$ cat config.mk
export PLATFORM = sky130hd
export DESIGN_NAME = fibonacci_stream
export DESIGN_NICKNAME = d
export VERILOG_FILES = /design/src/rtl/fibonacci_stream_pkg.sv /design/src/rtl/fib_step.sv /design/src/rtl/fibonacci_stream.sv
export SDC_FILE = /design/constraint.sdc
export NUM_CORES = 1
export LEC_CHECK = 0
export CAP_MARGIN = 20
export CORE_AREA = 2 2 112 114
export CTS_CLUSTER_DIAMETER = 120
export DETAILED_ROUTE_END_ITERATION = 6
export DIE_AREA = 0 0 114 116
export MAX_ROUTING_LAYER = met4
export PLACE_DENSITY = 0.63
export REMOVE_ABC_BUFFERS = 1
export SYNTH_ARGS = -nofsm -noshare
export SYNTH_HDL_FRONTEND = slang
export SYNTH_SLANG_ARGS = --single-unit
$ cat constraint.sdc
create_clock -name clk -period 3.6 [get_ports clk]
set_clock_uncertainty 0.15 [all_clocks]
set_input_delay 0.54 -clock clk [delete_from_list [all_inputs] [get_ports clk]]
set_output_delay 0.54 -clock clk [all_outputs]
set_load 0.005 [all_outputs]
$ cat src/rtl/fibonacci_stream_pkg.sv
// Shared types and default sizes for the Fibonacci term streamer.
// Build option FIBONACCI_STREAM_SAT_EN is consumed by fib_step and fibonacci_stream.
package fibonacci_stream_pkg;

  localparam int WIDTH_DEF = 32;
  localparam int CNT_W_DEF = 8;

  typedef enum logic [1:0] {
    IDLE = 2'd0,
    RUN  = 2'd1,
    LAST = 2'd2
  } state_e;

endpackage

$ cat src/rtl/fib_step.sv
// Combinational next-term adder with carry-out.
// With FIBONACCI_STREAM_SAT_EN defined, an overflowing sum is clamped to all-ones.
module fib_step
  import fibonacci_stream_pkg::*;
#(
  parameter int WIDTH = WIDTH_DEF
) (
  input  logic [WIDTH-1:0] a_i,
  input  logic [WIDTH-1:0] b_i,
  output logic [WIDTH-1:0] sum_o,
  output logic             carry_o
);

  logic [WIDTH:0] raw_sum;

  assign raw_sum = {1'b0, a_i} + {1'b0, b_i};
  assign carry_o = raw_sum[WIDTH];

`ifdef FIBONACCI_STREAM_SAT_EN
  assign sum_o = carry_o ? {WIDTH{1'b1}} : raw_sum[WIDTH-1:0];
`else
  assign sum_o = raw_sum[WIDTH-1:0];
`endif

endmodule

$ cat src/rtl/fibonacci_stream.sv
// Streams n_terms Fibonacci terms (1, 1, 2, 3, ...) over a valid/ready port.
// Define FIBONACCI_STREAM_SAT_EN to clamp and end the sequence on overflow; otherwise terms wrap.
//
// state | meaning
// IDLE  | waiting for start with non-zero n_terms
// RUN   | presenting a term that is not the final one
// LAST  | presenting the final term (out_last high)
module fibonacci_stream
  import fibonacci_stream_pkg::*;
#(
  parameter int WIDTH = WIDTH_DEF,
  parameter int CNT_W = CNT_W_DEF
) (
  input  logic             clk,
  input  logic             rst,
  input  logic             start_i,
  input  logic [CNT_W-1:0] n_terms_i,
  output logic             out_valid_o,
  input  logic             out_ready_i,
  output logic [WIDTH-1:0] out_data_o,
  output logic             out_last_o,
  output logic             busy_o,
  output logic             overflow_o
);

  state_e           state_q, state_d;
  logic [WIDTH-1:0] cur_q, cur_d;
  logic [WIDTH-1:0] prev_q, prev_d;
  logic [CNT_W-1:0] cnt_q, cnt_d;
  logic             ovf_q, ovf_d;

  logic [WIDTH-1:0] sum;
  logic             carry;
  logic             xfer;

  fib_step #(
    .WIDTH(WIDTH)
  ) u_fib_step (
    .a_i    (cur_q),
    .b_i    (prev_q),
    .sum_o  (sum),
    .carry_o(carry)
  );

  assign out_valid_o = (state_q != IDLE);
  assign out_last_o  = (state_q == LAST);
  assign busy_o      = (state_q != IDLE);
  assign out_data_o  = cur_q;
  assign overflow_o  = ovf_q;
  assign xfer        = out_valid_o && out_ready_i;

  // cnt_q counts the terms still to come after the one being presented.
  always_comb begin
    state_d = state_q;
    cur_d   = cur_q;
    prev_d  = prev_q;
    cnt_d   = cnt_q;
    ovf_d   = ovf_q;
    case (state_q)
      IDLE: begin
        if (start_i && (n_terms_i != '0)) begin
          cur_d   = WIDTH'(1);
          prev_d  = '0;
          ovf_d   = 1'b0;
          cnt_d   = n_terms_i - CNT_W'(1);
          state_d = (n_terms_i == CNT_W'(1)) ? LAST : RUN;
        end
      end
      RUN: begin
        if (xfer) begin
          cur_d   = sum;
          prev_d  = cur_q;
          cnt_d   = cnt_q - CNT_W'(1);
          state_d = (cnt_q == CNT_W'(1)) ? LAST : RUN;
          if (carry) begin
            ovf_d = 1'b1;
`ifdef FIBONACCI_STREAM_SAT_EN
            state_d = LAST;
`endif
          end
        end
      end
      LAST: begin
        if (xfer) begin
          state_d = IDLE;
        end
      end
      default: state_d = IDLE;
    endcase
  end

  always_ff @(posedge clk or posedge rst) begin
    if (rst) begin
      state_q <= IDLE;
      cur_q   <= '0;
      prev_q  <= '0;
      cnt_q   <= '0;
      ovf_q   <= 1'b0;
    end else begin
      state_q <= state_d;
      cur_q   <= cur_d;
      prev_q  <= prev_d;
      cnt_q   <= cnt_d;
      ovf_q   <= ovf_d;
    end
  end

endmodule

# Word-level counts from Yosys, hierarchy flattened

Index checks and enable logic that the tools add are counted.

Output and inout port bits: 36
Bits of input ports: 12
Logic and storage cells: 44
Register bits: 75

Add/subtract/negate cells: 3
Reduce and logical (&&, ||, !) cells: 9
Equality and inequality tests: 8
Muxes and demuxes: 19

Operators with widths:

| operator                                                                 | count |
|---|---|
| 32-bit two-way mux                                                       | 4 |
| 32-bit one-hot mux with 2 select lines                                   | 2 |
| 32-bit by 32-bit adder with 33-bit output                                | 1 |
| 8-bit by 1-bit == test with 1-bit output (second input constant)         | 2 |
| 8-bit two-way mux                                                        | 2 |
| 8-bit one-hot mux with 2 select lines                                    | 1 |
| 8-bit by 1-bit subtractor with 8-bit output (second input constant)      | 2 |
| 2-bit two-way mux                                                        | 5 |
| 8-bit nonzero test                                                       | 1 |
| 2-bit one-hot mux with 3 select lines                                    | 1 |
| 3-bit AND reduction                                                      | 2 |
| 2-bit by 1-bit inequality test with 1-bit output (second input constant) | 2 |
| 2-bit inequality test (second input constant)                            | 2 |
| 4-bit AND reduction                                                      | 1 |
| 2-bit nonzero test                                                       | 2 |
| 1-bit two-way mux                                                        | 3 |
| 2-bit by 1-bit == test with 1-bit output (second input constant)         | 1 |
| 2-bit == test (second input constant)                                    | 1 |
| 1-bit logical AND                                                        | 2 |
| 2-bit zero test                                                          | 1 |
| 1-bit one-hot mux with 2 select lines                                    | 1 |

# Longest topological paths before layout

Gate-level depths: netlist (run 1).

Word-level depth: 4
Mapped depth: 12
Gate-level depth less buffers: 12

# By module

Synthesis (run 1) repeated with hierarchy kept, for this count alone.

Cells, all modules: 482
Area total of the unflattened synthesis: 4793.3 um^2

By module, submodules not included:

| module           | instances | area each (um^2) | sequential area each (um^2) | cells an instance |
|---|---|---|---|---|
| fibonacci_stream | 1         | 3133.0           | 1876.8                      | 251 |
| fib_step         | 1         | 1660.3           | 0.0                         | 231 |

# Worst setup path before layout (run 1)

OpenSTA, ideal clock, no wires.

Kind: reg-to-reg
Start: register cur_q[0], in the netlist out_data_o[0]
End: register cur_q[22], in the netlist out_data_o[22]
Arrival time: 2.372 ns
Setup slack: 0.947 ns
Cell stages (with the launch flop): 13
Setup time: 0.131 ns
Data required time: 3.319 ns
Path buffers: 0
Clock period less this slack: 2.653 ns
Cell sequence: dfrtp_1 ha_1 inv_1 fa_1 and2b_1 o211ai_2 a21oi_2 a31o_4 o311a_4 nor3_4 o31ai_2 xnor2_1 o21ai_1

Cells in the longest elaborated chain, start to end: 3

RTL lines:

| item                                      | RTL line                | source |
|---|---|---|
| start, declared                           | fibonacci_stream.sv:27  | `logic [WIDTH-1:0] cur_q, cur_d;` |
| start signal, assigned                    | fibonacci_stream.sv:101 | `cur_q <= cur_d;` |
| 32-bit by 32-bit adder with 33-bit output | fib_step.sv:16          | `assign raw_sum = {1'b0, a_i} + {1'b0, b_i};` |
| 32-bit two-way mux                        | fibonacci_stream.sv:70  | `if (xfer) begin` |
| 32-bit one-hot mux with 2 select lines    | fibonacci_stream.sv:59  | `case (state_q)` |

Every way passes these cells. The select of a mux whose other input is x is not followed.
A chain may end at the register's enable or synchronous reset.

# Worst setup path in the final report (run 1)

Ends and elaborated chain as after synthesis.

==> summary.md, run 1 <==
| Metric | Value |
|---|---|
| Outcome | `completed` |
| Postcts setup bufs | `0` |
| Global placement routability congestion | `0.813` |
| Synth Instances | `495` |
| Critical path required time | `3.66 ns` |
| PortBufs | `47` |
| Max-cap viol count | `0` |
| Netlist Area Pre-Place | `4680 sq um` |
| Fin. Hold Viols | `0` |
| Sequential element share of the synthesized area | `40.1%` |
| Worst reg-to-reg path cell count | `12` |
| Crit start category | `flop` |
| Worst min path class | `flop to flop` |
| Die H | `116 um` |
| RSZ-0062 raised after global routing | `false` |
| Clk sinks | `75` |
| Final Max Tran Viols | `0` |
| Core ar. | `11900 sq um` |
| Ys flop type | `dfrtp_1` |
| Filler cells | `1163` |
| Synth async-reset ratio | `100%` |
| Initial DRC Count | `215` |
| Initial Util | `39.3%` |
| Clock tree buffer depth | `2` |
| Die X-Extent | `114 um` |
| Vias in the first global route | `3799` |
| Leakage power | `2.46 nW` |
| Leading cell type in the layout, fill and taps excluded | `dfrtp_1` |
| Reg2reg setup slack | `0.73 ns` |
| Reg area | `1880 sq um` |
| Std cell rows | `40` |
| Worst R2R Start | `out_data_o[0]` |
| First-pass GRT wire length | `18.0 mm` |
| Root Buffer | `clkbuf_16` |
| Synth Warn # | `0` |
| I/O pin count | `48` |
| Crit path capture type | `flop` |
| Antenna violations before repair | `0` |
| Yosys top cell by area | `dfrtp_1` |
| Vias | `3779` |
| Routed WL | `10.4 mm` |
| Antenna viol nets, final | `0` |
| Hold Buf Count CTS | `0` |
| CTS buffer count | `9` |
| Arr. time, crit path | `2.92 ns` |
| Post-cts repair resize count | `0` |
| Largest net degree at the start of global routing | `76` |
| Hold Slack | `0.352 ns` |
| Syn_area_per_cell | `9.45 sq um` |
| Max_slew headroom | `37.2%` |
| Worst-skew pair later-pin latency | `0.33 ns` |
| Setup_tns | `0 ns` |
| Final setup fails | `0` |
| Post-route DRC violation count | `0` |
| Routed length per instance | `15.1 um` |
| DRT Pass-1 Iters | `5` |
| Total track usage | `17.4%` |
| CP Class | `flop to flop` |
| EDFF count, synth | `0` |
| Area of the multi-input gates | `2650 sq um` |
| Hpwl dp | `7.22 mm` |
| Post-layout util | `46.7%` |
| Final-stage net count | `585` |
| Top post-synthesis cells by area | `dfrtp_1, ha_1, a22o_1, nand2_1, o21ai_0` |
| R2r endpoint | `out_data_o[22]` |
| Area share of the largest cell type after synthesis | `40.1%` |
| Antenna cells | `0` |
| Crit path to | `out_data_o[22]` |
| Pwr/cell area | `629 nW/um^2` |
| Vias per std cell | `5.49` |
| Die ar. | `13200 sq um` |
| CTS tree | `done` |
| Peak Freq | `0.349 GHz` |
| Hold Path Cell Cnt | `1` |
| Share of post-route cells with drive strength above 1 | `7.76%` |
| Share of the clock period used by the worst path after layout | `79.6%` |
| Yosys reg bits | `75` |
| Synth unique cells | `60` |
| H-Tree Level Count | `3` |
| Worst Tran Pin Value | `0.943 ns` |
| Peak supply drop | `0.000400 V` |
| Total gr overflow | `0` |
| Worst-path fanout max | `5` |
| Worst Setup SP | `out_data_o[0]` |
| P&R area growth vs syn | `18.9%` |
| Final critical-path required period | `2.87 ns` |
| Most frequent cells in the layout | `dfrtp_1, nand2_1, clkdlybuf4s50_1` |
| Clock transition at path regs | `0.06 ns` |
where the power goes:
group          internal, mW  switching [mW]  leakage, nW  total [mW]
clock                 0.503           0.338        0.137       0.841
sequential             1.03           0.158        0.991        1.19
combinational         0.648           0.822         1.33        1.47
how the worst min path moves through the flow:
stage | slack, ns | start | to
floorplan | 0.32 | prev_q[0] | prev_q[0]
global placement | 0.34 | prev_q[0] | prev_q[0]
detailed placement | 0.34 | prev_q[28] | prev_q[28]
CTS | 0.35 | prev_q[0] | prev_q[0]
global route | 0.37 | prev_q[15] | prev_q[15]
finish | 0.35 | prev_q[0] | prev_q[0]
cell usage after synthesis, drive strengths merged, types with 3 or more instances:
cell,instances
or3,5
buf,8
a22o,31
nor3,11
inv,16
ha,36
xor2,16
o31ai,4
a21oi,34
nor2,33
nor4,3
nand2b,3
nand3,6
nand2,59
a21o,12
a211oi,3
xnor2,18
o21ai,53
o21bai,4
o22a,3
a22oi,5
or2,4
o22ai,3
a31oi,4
dfrtp,75
clkbuf,13
nand4,5
final cells by class:
| cell class | count | area share, % |
|---|---|---|
| clock inverters | 2 | 0.180 |
| inverters | 16 | 1.08 |
| multi-input cells | 383 | 47.7 |
| repair buffers | 51 | 9.23 |
| well taps | 147 | 3.31 |
| flip-flops and latches | 75 | 33.8 |
| clock buffers | 14 | 4.75 |
state kept, by name, indices dropped and copies added (netlist names):
register    cells
out_data_o     32
prev_q         32
cnt_q           8
state_q         2
overflow_o      1
kinds of logic after synthesis:
logic type | share of synthesized area [%]
AOI/OAI and AO/OA | 26.6
and+or+nand+nor | 13.6
DFF | 40.1
buffers and inverters | 3.24
adders and majority gates | 10.1
xor gates and xnor gates | 6.37
stage by stage:
step                power, mW  instance area (sq um)  cells  worst slack [ns]
finish                   3.50                   5560    688             0.735
global placement         2.64                   5290    672             0.813
CTS                      3.54                   5560    688             0.721
detailed placement       2.68                   5290    672             0.721
global route             3.78                   5560    688             0.495
floorplan                2.20                   4590    474             0.535
worst max-delay path, cell delays in order (launching register included):
cell	delay [ns]
dfrtp_1	0.40
ha_1	0.21
inv_1	0.06
fa_1	0.39
and2b_1	0.24
o211ai_2	0.10
a21oi_2	0.24
a31o_4	0.23
o311a_4	0.19
nor3_4	0.05
o31ai_2	0.28
xnor2_1	0.15
o21ai_1	0.07
per-layer routing:
layer,global-route usage (%),part of all wire [%]
met5,-,0
met4,5.85,1.3
met3,4.71,4.4
met2,27.9,47
met1,21.4,47
(Power assumes the default switching activity.)
==> run 2: changes to the inputs <==
==> constraint.sdc (replaced) <==
create_clock -name clk -period 2.7 [get_ports clk]
set_clock_uncertainty 0.15 [all_clocks]
set_input_delay 0.405 -clock clk [delete_from_list [all_inputs] [get_ports clk]]
set_output_delay 0.405 -clock clk [all_outputs]
set_load 0.005 [all_outputs]
==> run 2 against run 1 <==
  * Fmax increased by 8.1%
  * Die area unchanged
  * Critical path depth unchanged
  * Worst hold slack got worse by 0.10 ns
  * First-iteration DRC count decreased by 32%
  * Core utilization increased by 2.1 points
  * Final cell count increased by 2.8%
  * Worst setup slack got worse by 0.68 ns
  * Sequential power increased by 33%
  * Clock power increased by 66%
  * Non-clock buffer count increased by 19
  * Critical endpoint is now out_data_o[26]
  * Largest cell class unchanged
  * Largest power group unchanged
==> summary.md, run 2 (same netlist as run 1, synthesis figures left out) <==
| Metric | Value |
|---|---|
| Antenna cells | `0 (unchanged)` |
| Highest metal used | `met4 (unchanged)` |
| CP Class | `flop to flop (unchanged)` |
| Worst reg-to-reg path cell count | `12 (unchanged)` |
| Clk sinks | `75 (unchanged)` |
| Final std cell area, no fill | `5810 sq um (was 5560 sq um)` |
| Vias | `3892 (was 3779)` |
| Std cell rows | `40 (unchanged)` |
| H-Tree Level Count | `3 (unchanged)` |
| I/O pin count | `48 (unchanged)` |
| WL met3 | `416 um (was 463 um)` |
| Pre-CTS setup slack | `-0.00946 ns (was 0.721 ns)` |
| Pint | `3.24 mW (was 2.18 mW)` |
| Switching power | `1.83 mW (was 1.32 mW)` |
| Clock tree buffer depth | `2 (unchanged)` |
| Worst min path class | `input port to async pin (was flop to flop)` |
| Die X-Extent | `114 um (unchanged)` |
| WL met2 | `5.24 mm (was 4.91 mm)` |
| Total track usage | `18.0% (was 17.4%)` |
| Share of the clock period used by the worst path after layout | `98.1% (was 79.6%)` |
| Share of post-route cells with drive strength above 1 | `12.5% (was 7.76%)` |
| Worst-path fanout max | `3 (was 5)` |
| Routed length per instance | `15.3 um (was 15.1 um)` |
| Post-route insts no fill | `707 (was 688)` |
| Vias in the first global route | `3945 (was 3799)` |
| Critical path required time | `2.77 ns (was 3.66 ns)` |
| Top cell by count, worst path | `o21ai_1` |
| Hold Buf Count CTS | `0 (unchanged)` |
| Worst setup margin | `0.0500 ns (was 0.735 ns)` |
| Filler cells | `1153 (was 1163)` |
| Vias per std cell | `5.50 (was 5.49)` |
| Peak Freq | `0.377 GHz (was 0.349 GHz)` |
| P&R area growth vs syn | `24.3% (was 18.9%)` |
| First-pass GRT wire length | `18.5 mm (was 18.0 mm)` |
| Max-cap viol count | `0 (unchanged)` |
| Max_slew headroom | `58.9% (was 37.2%)` |
| Clock transition at path regs | `0.06 ns (about the same)` |
| CP Cell Sequence | `ha_2, inv_2, fa_2, and2b_1, o211ai_2, a21oi_2, a31o_4, o311a_4, nor3_4, o21ai_1, xnor2_1, o21ai_1 (was ha_1, inv_1, fa_1, and2b_1, o211ai_2, a21oi_2, a31o_4, o311a_4, nor3_4, o31ai_2, xnor2_1, o21ai_1)` |
| Total gr overflow | `0 (unchanged)` |
| Family with the most delay on the worst path | `compound AO/OA/AOI/OAI gates (unchanged)` |
| PortBufs | `47 (unchanged)` |
| Combinational group share of total power | `41.2% (was 42.0%)` |
| Final setup fails | `0 (unchanged)` |
| Peak supply drop | `0.000445 V (was 0.000400 V)` |
| Root Buffer | `clkbuf_16 (unchanged)` |
| Arr. time, crit path | `2.72 ns (was 2.92 ns)` |
| Worst R2R Start | `out_data_o[0] (unchanged)` |
| R2r endpoint | `out_data_o[26] (was out_data_o[22])` |
| Core ar. | `11900 sq um (unchanged)` |
| Hpwl dp | `7.61 mm (was 7.22 mm)` |
| Outcome | `completed (unchanged)` |
| Largest net degree at the start of global routing | `45 (was 76)` |
| Final Max Tran Viols | `0 (unchanged)` |
| Slowest stage cell, crit path | `dfrtp_1 (unchanged)` |
| Most frequent cells in the layout | `dfrtp_1, nand2_1, clkdlybuf4s50_1 (unchanged)` |
| Met1 wire length | `4.96 mm (was 4.91 mm)` |
| Crit start category | `flop (unchanged)` |
| Pwr/cell area | `872 nW/um^2 (was 629 nW/um^2)` |
| Leading cell type in the layout, fill and taps excluded | `dfrtp_1 (unchanged)` |
| Clk pwr share | `27.6% (was 24.0%)` |
| Fin. Hold Viols | `0 (unchanged)` |
| RSZ-0062 raised after global routing | `true (was false)` |
| Final-stage net count | `604 (was 585)` |
| Crit path capture type | `flop (unchanged)` |
| Post-route DRC violation count | `0 (unchanged)` |
| Die H | `116 um (unchanged)` |
| Initial DRC Count | `146 (was 215)` |
| Initial Util | `39.3% (unchanged)` |
| Antenna violations before repair | `0 (unchanged)` |
| Reg2reg setup slack | `0.05 ns (was 0.73 ns)` |
| Worst path bufs/invs | `1 (unchanged)` |
| Switching Share | `36.1% (was 37.7%)` |
| CTS tree | `done (unchanged)` |
| Die ar. | `13200 sq um (unchanged)` |
| Sequential fraction of design power | `31.2% (was 33.9%)` |
| Area post-placement | `5420 sq um (was 5290 sq um)` |
| CTS buffer count | `9 (unchanged)` |
| Global placement routability congestion | `0.843 (was 0.813)` |
| CP peak stage delay | `0.39 ns (was 0.40 ns)` |
| Leakage power | `2.59 nW (was 2.46 nW)` |
| Worst-skew pair later-pin latency | `0.35 ns (was 0.33 ns)` |
| DRT Pass-1 Iters | `4 (was 5)` |
| Cell count after placement | `688 (was 672)` |
| Worst Tran Pin Value | `0.616 ns (was 0.943 ns)` |
| Routed WL | `10.8 mm (was 10.4 mm)` |
| Antenna viol nets, final | `0 (unchanged)` |
| Final critical-path required period | `2.65 ns (was 2.87 ns)` |
| Setup_tns | `0 ns (unchanged)` |
[run 2: layout make-up]
type / count / area [sq um] / area share, %
clock buffers: 11 / 243 / 4.17
clock inverters: 5 / 100 / 1.72
repair buffers: 70 / 668 / 11.5
well taps: 147 / 184 / 3.16
inverters: 16 / 60.1 / 1.03
multi-input cells: 383 / 2680 / 46.1
flip-flops and latches: 75 / 1880 / 32.3
[run 2: timing repair]
action                                  4_1_cts  5_1_grt
pin swaps                                     3        7
gates resized for setup                       1        7
endpoints found under the setup margin        3       14
buffers inserted                              2        1
[run 2: per-layer routing]
layer	track usage, %	up-vias
li1	-	1925
met4	6.83	0
met1	21.2	1894
met2	29.4	55
met3	5.07	18
met5	-	-
[run 2: power groups by stage]
stage / combinational, mW / clock (mW) / sequential [mW]
3_3_place_gp: 2.00 / 0 / 1.58
5_1_grt: 2.36 / 1.47 / 1.62
2_1_floorplan: 1.37 / 0 / 1.56
3_5_place_dp: 2.05 / 0 / 1.59
6_report: 2.09 / 1.40 / 1.58
4_1_cts: 2.09 / 1.44 / 1.58
[run 2: worst max path at each step]
stage / from / end / depth (start not counted)
6_report: out_data_o[0] / out_data_o[26] / 12
5_1_grt: out_data_o[0] / out_data_o[26] / 12
4_1_cts: out_data_o[0] / out_data_o[18] / 12
3_5_place_dp: n_terms_i[6] / cnt_q[6] / 9
3_3_place_gp: out_data_o[1] / out_data_o[27] / 10
2_1_floorplan: state_q[0] / cnt_q[2] / 5
[run 2: through the flow]
stage	power, mW	hold slack (ns)	util, %
5_1_grt	5.44	0.303	48.8
3_5_place_dp	3.64	0.339	45.5
2_1_floorplan	2.93	0.320	-
4_1_cts	5.11	0.256	48.6
3_3_place_gp	3.58	0.337	45.5
6_report	5.07	0.249	48.8
==> run 3: changes to the inputs <==
--- a/config.mk
+++ b/config.mk
@@ -5,11 +5,13 @@
 export SDC_FILE = /design/constraint.sdc
 export NUM_CORES = 1
 export LEC_CHECK = 0
+export ABC_AREA = 1
 export CAP_MARGIN = 20
-export CORE_AREA = 2 2 112 114
+export CORE_AREA = 2 2 122 124
 export CTS_CLUSTER_DIAMETER = 120
 export DETAILED_ROUTE_END_ITERATION = 6
-export DIE_AREA = 0 0 114 116
+export DIE_AREA = 0 0 124 126
+export GPL_TIMING_DRIVEN = 0
 export MAX_ROUTING_LAYER = met4
 export PLACE_DENSITY = 0.63
 export REMOVE_ABC_BUFFERS = 1
==> run 3 against run 2 <==
  * Die area up 18%
  * Clock power down 12%
  * First-iteration DRC count up 85%
  * Routed wire length up 27%
  * Highest routed layer unchanged
  * Global-route usage up 1.0 points
  * Sequential share of layout area down 3.6 points
==> summary.md, run 3 <==
| Metric | Value |
|---|---|
| Outcome | `completed (unchanged)` |
| H-Tree Level Count | `3 (unchanged)` |
| Crit path capture type | `flop (unchanged)` |
| Share of the clock period used by the worst path after layout | `91.4% (was 98.1%)` |
| Area share of the largest cell type after synthesis | `33.4% (was 40.1%)` |
| Antenna viol nets, final | `0 (unchanged)` |
| Routed length per instance | `12.6 um (was 15.3 um)` |
| Max_slew headroom | `65.4% (was 58.9%)` |
| Antenna violations before repair | `0 (unchanged)` |
| First-pass GRT wire length | `22.9 mm (was 18.5 mm)` |
| Synth Instances | `850 (was 495)` |
| Yosys reg bits | `75 (unchanged)` |
| Worst reg-to-reg path cell count | `7 (was 12)` |
| Worst Tran Pin Value | `0.518 ns (was 0.616 ns)` |
| Routed WL | `13.7 mm (was 10.8 mm)` |
| PortBufs | `47 (unchanged)` |
| Clock tree buffer depth | `2 (unchanged)` |
| Most frequent cells in the layout | `nand2_1, inv_1, dfrtp_1 (was dfrtp_1, nand2_1, clkdlybuf4s50_1)` |
| Reg area | `1880 sq um (unchanged)` |
| Ys flop type | `dfrtp_1 (unchanged)` |
| R2r endpoint | `prev_q[21] (was out_data_o[26])` |
| CP Class | `flop to flop (unchanged)` |
| Clk sinks | `75 (unchanged)` |
| Worst Setup SP | `state_q[1] (was out_data_o[0])` |
| Leakage power | `3.61 nW (was 2.59 nW)` |
| Synth async-reset ratio | `100% (unchanged)` |
| Most frequent cells after synthesis | `nand2_1, inv_1, dfrtp_1, nor2_1, nand3_1 (was dfrtp_1, nand2_1, ha_1, nor2_1, o21ai_0)` |
| Area of the multi-input gates | `3030 sq um (was 2680 sq um)` |
| Final Max Tran Viols | `0 (unchanged)` |
| I/O pin count | `48 (unchanged)` |
| Synth Warn # | `0 (unchanged)` |
| Max-cap viol count | `0 (unchanged)` |
| Worst-skew pair later-pin latency | `0.35 ns (about the same)` |
| Synth unique cells | `39 (was 60)` |
| Clock transition at path regs | `0.06 ns (about the same)` |
| Std cell rows | `44 (was 40)` |
| Post-route DRC violation count | `0 (unchanged)` |
| Worst R2R Start | `state_q[1] (was out_data_o[0])` |
| Netlist Area Pre-Place | `5630 sq um (was 4680 sq um)` |
| Die ar. | `15600 sq um (was 13200 sq um)` |
| Core ar. | `14300 sq um (was 11900 sq um)` |
| Filler cells | `1517 (was 1153)` |
| Root Buffer | `clkbuf_16 (unchanged)` |
| Worst-path fanout max | `46 (was 3)` |
| Crit start category | `flop (unchanged)` |
| Share of post-route cells with drive strength above 1 | `3.33% (was 12.5%)` |
| Initial Util | `39.3% (about the same)` |
| P&R area growth vs syn | `16.5% (was 24.3%)` |
| Final critical-path required period | `2.47 ns (was 2.65 ns)` |
| Final setup fails | `0 (unchanged)` |
| Global placement routability congestion | `0.956 (was 0.843)` |
| RSZ-0062 raised after global routing | `false (was true)` |
| Total gr overflow | `0 (unchanged)` |
| Yosys top cell by area | `dfrtp_1 (unchanged)` |
| Top post-synthesis cells by area | `dfrtp_1, nand2_1, inv_1, ha_1, nand3_1 (was dfrtp_1, ha_1, a22o_1, nand2_1, o21ai_0)` |
| Antenna cells | `0 (unchanged)` |
| Peak Freq | `0.405 GHz (was 0.377 GHz)` |
| Vias | `5142 (was 3892)` |
| CTS buffer count | `9 (unchanged)` |
| Postcts setup bufs | `0 (was 2)` |
| Initial DRC Count | `270 (was 146)` |
| Post-layout util | `45.8% (was 48.8%)` |
| Total track usage | `19.0% (was 18.0%)` |
| Worst min path class | `input port to async pin (unchanged)` |
| Critical path required time | `2.78 ns (was 2.77 ns)` |
| Vias in the first global route | `4881 (was 3945)` |
| Worst setup margin | `0.233 ns (was 0.0500 ns)` |
| Peak supply drop | `0.000432 V (was 0.000445 V)` |
| Fin. Hold Viols | `0 (unchanged)` |
| EDFF count, synth | `0 (unchanged)` |
| Hpwl dp | `10.3 mm (was 7.61 mm)` |
| Most frequent cell after synthesis | `nand2_1 (was dfrtp_1)` |
| Reg2reg setup slack | `0.23 ns (was 0.05 ns)` |
| DRT Pass-1 Iters | `4 (unchanged)` |
| Largest net degree at the start of global routing | `47 (was 45)` |
| Die H | `126 um (was 116 um)` |
| Arr. time, crit path | `2.55 ns (was 2.72 ns)` |
| Leading cell type in the layout, fill and taps excluded | `nand2_1 (was dfrtp_1)` |
| Die X-Extent | `124 um (was 114 um)` |
| Vias per std cell | `4.74 (was 5.50)` |
| Sequential element share of the synthesized area | `33.4% (was 40.1%)` |
| Syn_area_per_cell | `6.62 sq um (was 9.45 sq um)` |
| Final-stage net count | `944 (was 604)` |
| CTS tree | `done (unchanged)` |
| Pwr/cell area | `822 nW/um^2 (was 872 nW/um^2)` |
| Hold Buf Count CTS | `0 (unchanged)` |
| Pre-CTS setup slack | `-0.217 ns (was -0.00946 ns)` |
[run 3: area by class of cell]
type / instances / share of cell area [%]
clock buffer: 10 / 3.65
inverter: 163 / 9.53
clock inverter: 6 / 0.993
multi-input combinational: 598 / 46.2
sequential: 75 / 28.6
timing repair buffer: 48 / 7.48
tap: 184 / 3.51
[run 3: cell families after synthesis]
kind of cell / share of synthesized area, %
compound gates: 11.6
xor+xnor: 1.71
fa+ha+maj: 8.36
buf+inv: 13.0
flops: 33.4
simple gates: 32.0
[run 3: worst max-delay path by stage]
| stage | end |
|---|---|
| after floorplan | cnt_q[0] |
| after global placement | out_data_o[31] |
| after detailed placement | prev_q[25] |
| after CTS | prev_q[27] |
| after global routing | prev_q[13] |
| final | prev_q[21] |
[run 3: worst max-delay path: stages (launching register included)]
cell and delay (ns):
dfrtp_1 0.42, nor2_4 0.28, inv_2 0.22, nor2_8 0.34, inv_4 0.22, nand2_8 0.29
inv_8 0.16, a22o_1 0.22
[run 3: routing by layer]
metal,global-route usage [%],vias up,share of wire (%),routed length (um)
met5,-,-,0,0
met2,28.4,84,43,5920
met4,6.54,0,2.0,268
met1,26.5,2288,51,6950
li1,-,2748,-,-
met3,2.45,22,4.1,560
[run 3: repair_timing]
action / CTS / global route
pin swaps: 0 / 1
cloned: 0 / 1
resized for setup: 1 / 0
endpoints found under the setup margin: 46 / 46
[run 3: stage by stage]
step	hold WS, ns	TNS (ns)	total power [mW]	instance area (sq um)	instances
finish	0.271	0	5.39	6550	1084
global route	0.318	0	5.85	6550	1084
CTS	0.297	0	5.42	6540	1083
detailed placement	0.318	-8.27	4.16	6240	1067
global placement	0.315	-89.37	4.13	6210	1066
floorplan	0.299	0	3.34	5510	835
[run 3: where the power goes]
| part | internal (mW) | switching (mW) | total [mW] |
|---|---|---|---|
| Sequential | 1.46 | 0.242 | 1.70 |
| Clock | 0.739 | 0.495 | 1.23 |
| Combinational | 0.971 | 1.48 | 2.45 |
==> RTL edit 1: new RTL, flow settings as in run 3 <==
Put one more register stage on the output `overflow_o`, cleared by the reset. The value now appears one clock later. The other outputs are not delayed to match.
--- a/src/rtl/fibonacci_stream.sv
+++ b/src/rtl/fibonacci_stream.sv
@@ -47,5 +47,11 @@
   assign busy_o      = (state_q != IDLE);
   assign out_data_o  = cur_q;
-  assign overflow_o  = ovf_q;
+  always_ff @(posedge clk or posedge rst) begin
+    if (rst) begin
+      overflow_o <= '0;
+    end else begin
+      overflow_o <= ovf_q;
+    end
+  end
   assign xfer        = out_valid_o && out_ready_i;
 
Function: no difference found for any inputs over 10 cycles, from zero or initial values and one cycle with rst high; that may be too few to reach the edited logic, so the function may still have changed.
==> RTL edit 1 against run 3 <==
Synthesized cell count is 0.12% higher. Global-route usage is 0.55 points higher. Count of clock-buffer cells in the layout is 2 higher. Wire length is 1.8% lower. Worst setup slack worse by 19 ps. Area after synthesis is 0.44% higher. Critical endpoint is now prev_q[27]. Sequential cell count is 1 higher. Total power is 2.8% lower. Maximum frequency is 0.76% lower. Cell area is 0.19% lower. Core utilization is 0.087 points lower.
==> RTL edit 1: results (changes against run 3) <==
Cells and area
  – Final instance area: 6541 um2 (was 6554 um2)
  – FF+latch count: 76 (was 75)
  – Register Area: 1902 um2 (was 1877 um2)
  – Fillcell total: 1,521 (was 1,517)
  – Clkbuf count: 12 (was 10)
  – Layout Nets: 945 (was 944)

Detailed routing
  – Routed via count: 5,186 (was 5,142)
  – Iter 0 DRT Violations: 296 (was 270)
  – Drt wl/cell: 12.42 um (was 12.63 um)

Power
  – Switching pwr: 2155 uW (was 2217 uW)
  – Max VDD drop: 0.3939 mV (was 0.4321 mV)
  – Pwr/cell area: 800.8 nW/um2 (was 822.3 nW/um2)

STA
  – WHS: 218.8 ps (was 270.8 ps)
  – Tcrit/Tclk final: 0.9208 (was 0.9137)

Setup path
  – Critical Path Sink: prev_q[27] (was prev_q[21])

Global route
  – Pin count of the biggest net entering global routing: 57 (was 47)
  – Vias in the first global route: 4,854 (was 4,881)
  – Total track usage: 0.1957 (was 0.1902)

Status
  – Status: finished clean (unchanged)

Placed design
  – Cell count after placement: 1,068 (was 1,067)
  – Pre-CTS setup slack: -195.6 ps (was -217.3 ps)
  – DP Area: 6269 um2 (was 6236 um2)
  – DP HPWL: 10,050 um (was 10,310 um)

Logic synthesis
  – Top post-synthesis cells by area: dfrtp_1 (34%), nand2_1 (20%), inv_1 (11%) (was dfrtp_1 (33%), nand2_1 (20%), inv_1 (11%))
  – Most frequent cells after synthesis: nand2_1 (302), inv_1 (160), dfrtp_1 (76), nor2_1 (64), nand3_1 (53) (was nand2_1 (302), inv_1 (160), dfrtp_1 (75), nor2_1 (64), nand3_1 (53))
  – Synthesized instance count: 851 (was 850)
RTL edit 1: cell types whose count changed after synthesis, sizes merged:
cell	change
dfrtp	+1
RTL edit 1: logic make-up (layout without fill, tap and decap cells):
kind of cell | count (synthesis) | after routing | synth area share
AND/OR/NAND/NOR | 438 | 439 | 0.3184
buffers and inverters | 178 | 225 | 0.1297
AO/OA/AOI/OAI | 111 | 111 | 0.1151
flip-flops | 76 | 76 | 0.3365
adder cells (fa/ha/maj) | 37 | 37 | 0.08324
XOR/XNOR | 11 | 11 | 0.01705
RTL edit 1: what timing repair did:
| item | 4_1_cts | 5_1_grt |
|---|---|---|
| pin swaps | 1 | 0 |
| gates resized for setup | 0 | 2 |
| buffers inserted | 0 | 0 |
| setup endpoints to repair | 45 | 46 |
| hold buffers | 0 | 0 |
| cloned | 1 | 0 |
RTL edit 1: metal layers:
layer  global-route usage  wire length, um
met1               0.2775             6913
met2               0.2870             5766
met3              0.02899              561
met4              0.06345              212
met5                    -                0
==> RTL edit 2: new RTL, settings of run 3 <==
Made on the original files. Change the package constant `CNT_W_DEF` from 8 to 7.
--- a/src/rtl/fibonacci_stream_pkg.sv
+++ b/src/rtl/fibonacci_stream_pkg.sv
@@ -4,5 +4,5 @@
 
   localparam int WIDTH_DEF = 32;
-  localparam int CNT_W_DEF = 8;
+  localparam int CNT_W_DEF = 7;
 
   typedef enum logic [1:0] {
Interface: changed (resized n_terms_i); port bits go from 48 to 47. The function was not compared with the original's and may differ.
==> RTL edit 2 against run 3 <==
First-iteration DRC count grew 11%. Synthesized cell count shrank 0.94%. Cell area shrank 1.4%. Worst hold slack lost 150 ps. Sequential cell count shrank 1. Maximum frequency grew 1.9%. Worst setup slack gained 46 ps. Wire length shrank 2.8%. Area after synthesis shrank 2.3%. Final cell count shrank 0.74%. Largest cell class unchanged. Highest routed layer unchanged.
Power is not compared: it rests on default switching activity, and its combinational part moved more than twofold at a synthesized area within 25%.
==> RTL edit 2: results (changes against run 3) <==
Global route
  – First-pass GRT wire length: 23,080 um (was 22,930 um)
  – Pin count of the biggest net entering global routing: 73 (was 47)
  – Vias in the first global route: 4,910 (was 4,881)
  – Total track usage: 0.1921 (was 0.1902)
  – Initial antenna violation count: 0 (unchanged)

Placed design
  – DP Area: 6122 um2 (was 6236 um2)
  – Cell count after placement: 1,057 (was 1,067)
  – DP HPWL: 9823 um (was 10,310 um)
  – Routability Congestion: 0.9451 (was 0.9561)
  – IO Port Bufs: 46 (was 47)

Logic synthesis
  – Top post-synthesis cells by area: dfrtp_1 (34%), nand2_1 (21%), inv_1 (11%) (was dfrtp_1 (33%), nand2_1 (20%), inv_1 (11%))
  – Seq/Total Area, Yosys: 0.3370 (was 0.3336)
  – Fraction of registers with async set/reset: 1.000 (unchanged)
  – Post-synth top flop: dfrtp_1 (unchanged)
  – Synthesized instance count: 842 (was 850)
  – Most frequent cells after synthesis: nand2_1 (307), inv_1 (158), dfrtp_1 (74), nor2_1 (60), nand3_1 (52) (was nand2_1 (302), inv_1 (160), dfrtp_1 (75), nor2_1 (64), nand3_1 (53))
  – Ys Warns: 0 (unchanged)
  – Number of distinct library cells after synthesis: 34 (was 39)

STA
  – Slew of the pin with the lowest slew margin: 498.3 ps (was 517.8 ps)

Power
  – Max VDD drop: between 0.4 and 0.5 mV
  – P_leak: approximately 0.0036 uW

Cells and area
  – Fillcell total: 1,511 (was 1,517)
  – Antenna Cells: 0 (unchanged)
  – Layout Nets: 936 (was 944)
  – Layout cells sized above 1: 0.03139 (was 0.03333)

Detailed routing
  – Routed via count: 5,055 (was 5,142)
  – Routed WL: 13,310 um (was 13,700 um)
  – Drt wl/cell: 12.37 um (was 12.63 um)
  – TritonRoute pass-1 iters: 5 (was 4)
  – Iter 0 DRT Violations: 300 (was 270)

Clocking
  – Clk Tree Root Cell: clkbuf_16 (unchanged)
  – CTS Buffer Depth: 2 (unchanged)
  – Worst-path clk slew: 60 ps (about the same)
  – CTS Buf Count: 9 (unchanged)

Min path
  – Hold Path Class: in -> async (unchanged)

Status
  – Status: finished clean (unchanged)

Setup path
  – Data arrival, critical path: 2500 ps (was 2550 ps)
  – Crit Path Max Fanout: 4 (was 46)
==> RTL edit 2: cell families (layout without fill, tap and decap cells) <==
kind of cell / after synthesis / in the layout / synth area share
xor+xnor: 11 / 11 / 0.01753
compound gates: 105 / 105 / 0.1107
simple gates: 437 / 438 / 0.3215
fa+ha+maj: 37 / 37 / 0.08561
flops: 74 / 74 / 0.3370
buf+inv: 178 / 227 / 0.1277
==> RTL edit 2: worst paths after layout <==
check / startpoint / to / slack [ps] / depth (start not counted)
max reg2reg: out_data_o[0] / out_data_o[20] / 280 / 13
min: rst / cnt_q[1] / 120 / 2
max: out_data_o[0] / out_data_o[20] / 280 / 13
min reg2reg: prev_q[17] / prev_q[17] / 340 / 2
min in group clk: prev_q[17] / prev_q[17] / 340 / 2
max in group asynchronous: rst / prev_q[24] / 1740 / 3
==> RTL edit 2: per-stage QoR <==
| stage | util | setup WS, ps | hold slack [ps] |
|---|---|---|---|
| 2_1_floorplan | - | 245.7 | 307.0 |
| 3_3_place_gp | 0.4256 | -986.1 | 320.2 |
| 3_5_place_dp | 0.4277 | -963.0 | 328.6 |
| 4_1_cts | 0.4498 | 108.6 | 120.6 |
| 5_1_grt | 0.4514 | 67.38 | 125.5 |
| 6_report | 0.4514 | 278.9 | 124.6 |
==> RTL edit 2: layer usage <==
metal | part of all wire | track usage
met2 | 0.43 | 0.2802
met3 | 0.044 | 0.03442
met1 | 0.51 | 0.2660
met4 | 0.017 | 0.07072
met5 | 0 | -
==> RTL edit 2: report_power, final <==
part / leakage [uW] / switching (uW) / internal, uW
Clock: 0.000142 / 449 / 732
Sequential: 0.000914 / 399 / 1650
Combinational: 0.00252 / 3200 / 2120
Total: 0.00358 / 4050 / 4500
==> RTL edit 2: final cells by class <==
type,count,area share
clock buffer,12,0.03815
clock inverter,3,0.006197
inverter,162,0.09527
multi-input combinational,591,0.4591
sequential,74,0.2866
tap,184,0.03563
timing repair buffer,50,0.07901
==> RTL edit 2: timing repair <==
item                                    in CTS  in global routing
pin swaps                                    1                  1
resized for setup                            4                  0
endpoints found under the setup margin      71                 33
cloned                                       1                  0
hold endpoints to repair                     0                  0
buffers inserted                             0                  3
==> RTL edit 2: critical path, cell delays in order (launching register included) <==
cell and delay (ps):
dfrtp_1 370, ha_1 240, inv_1 70, fa_1 380
inv_1 140, nand3_1 90, nand3_1 160, nand2_1 80
nand3_1 190, nand2_1 130, nand2_1 80, nand2_1 40
nand3_1 90, o21ai_0 90
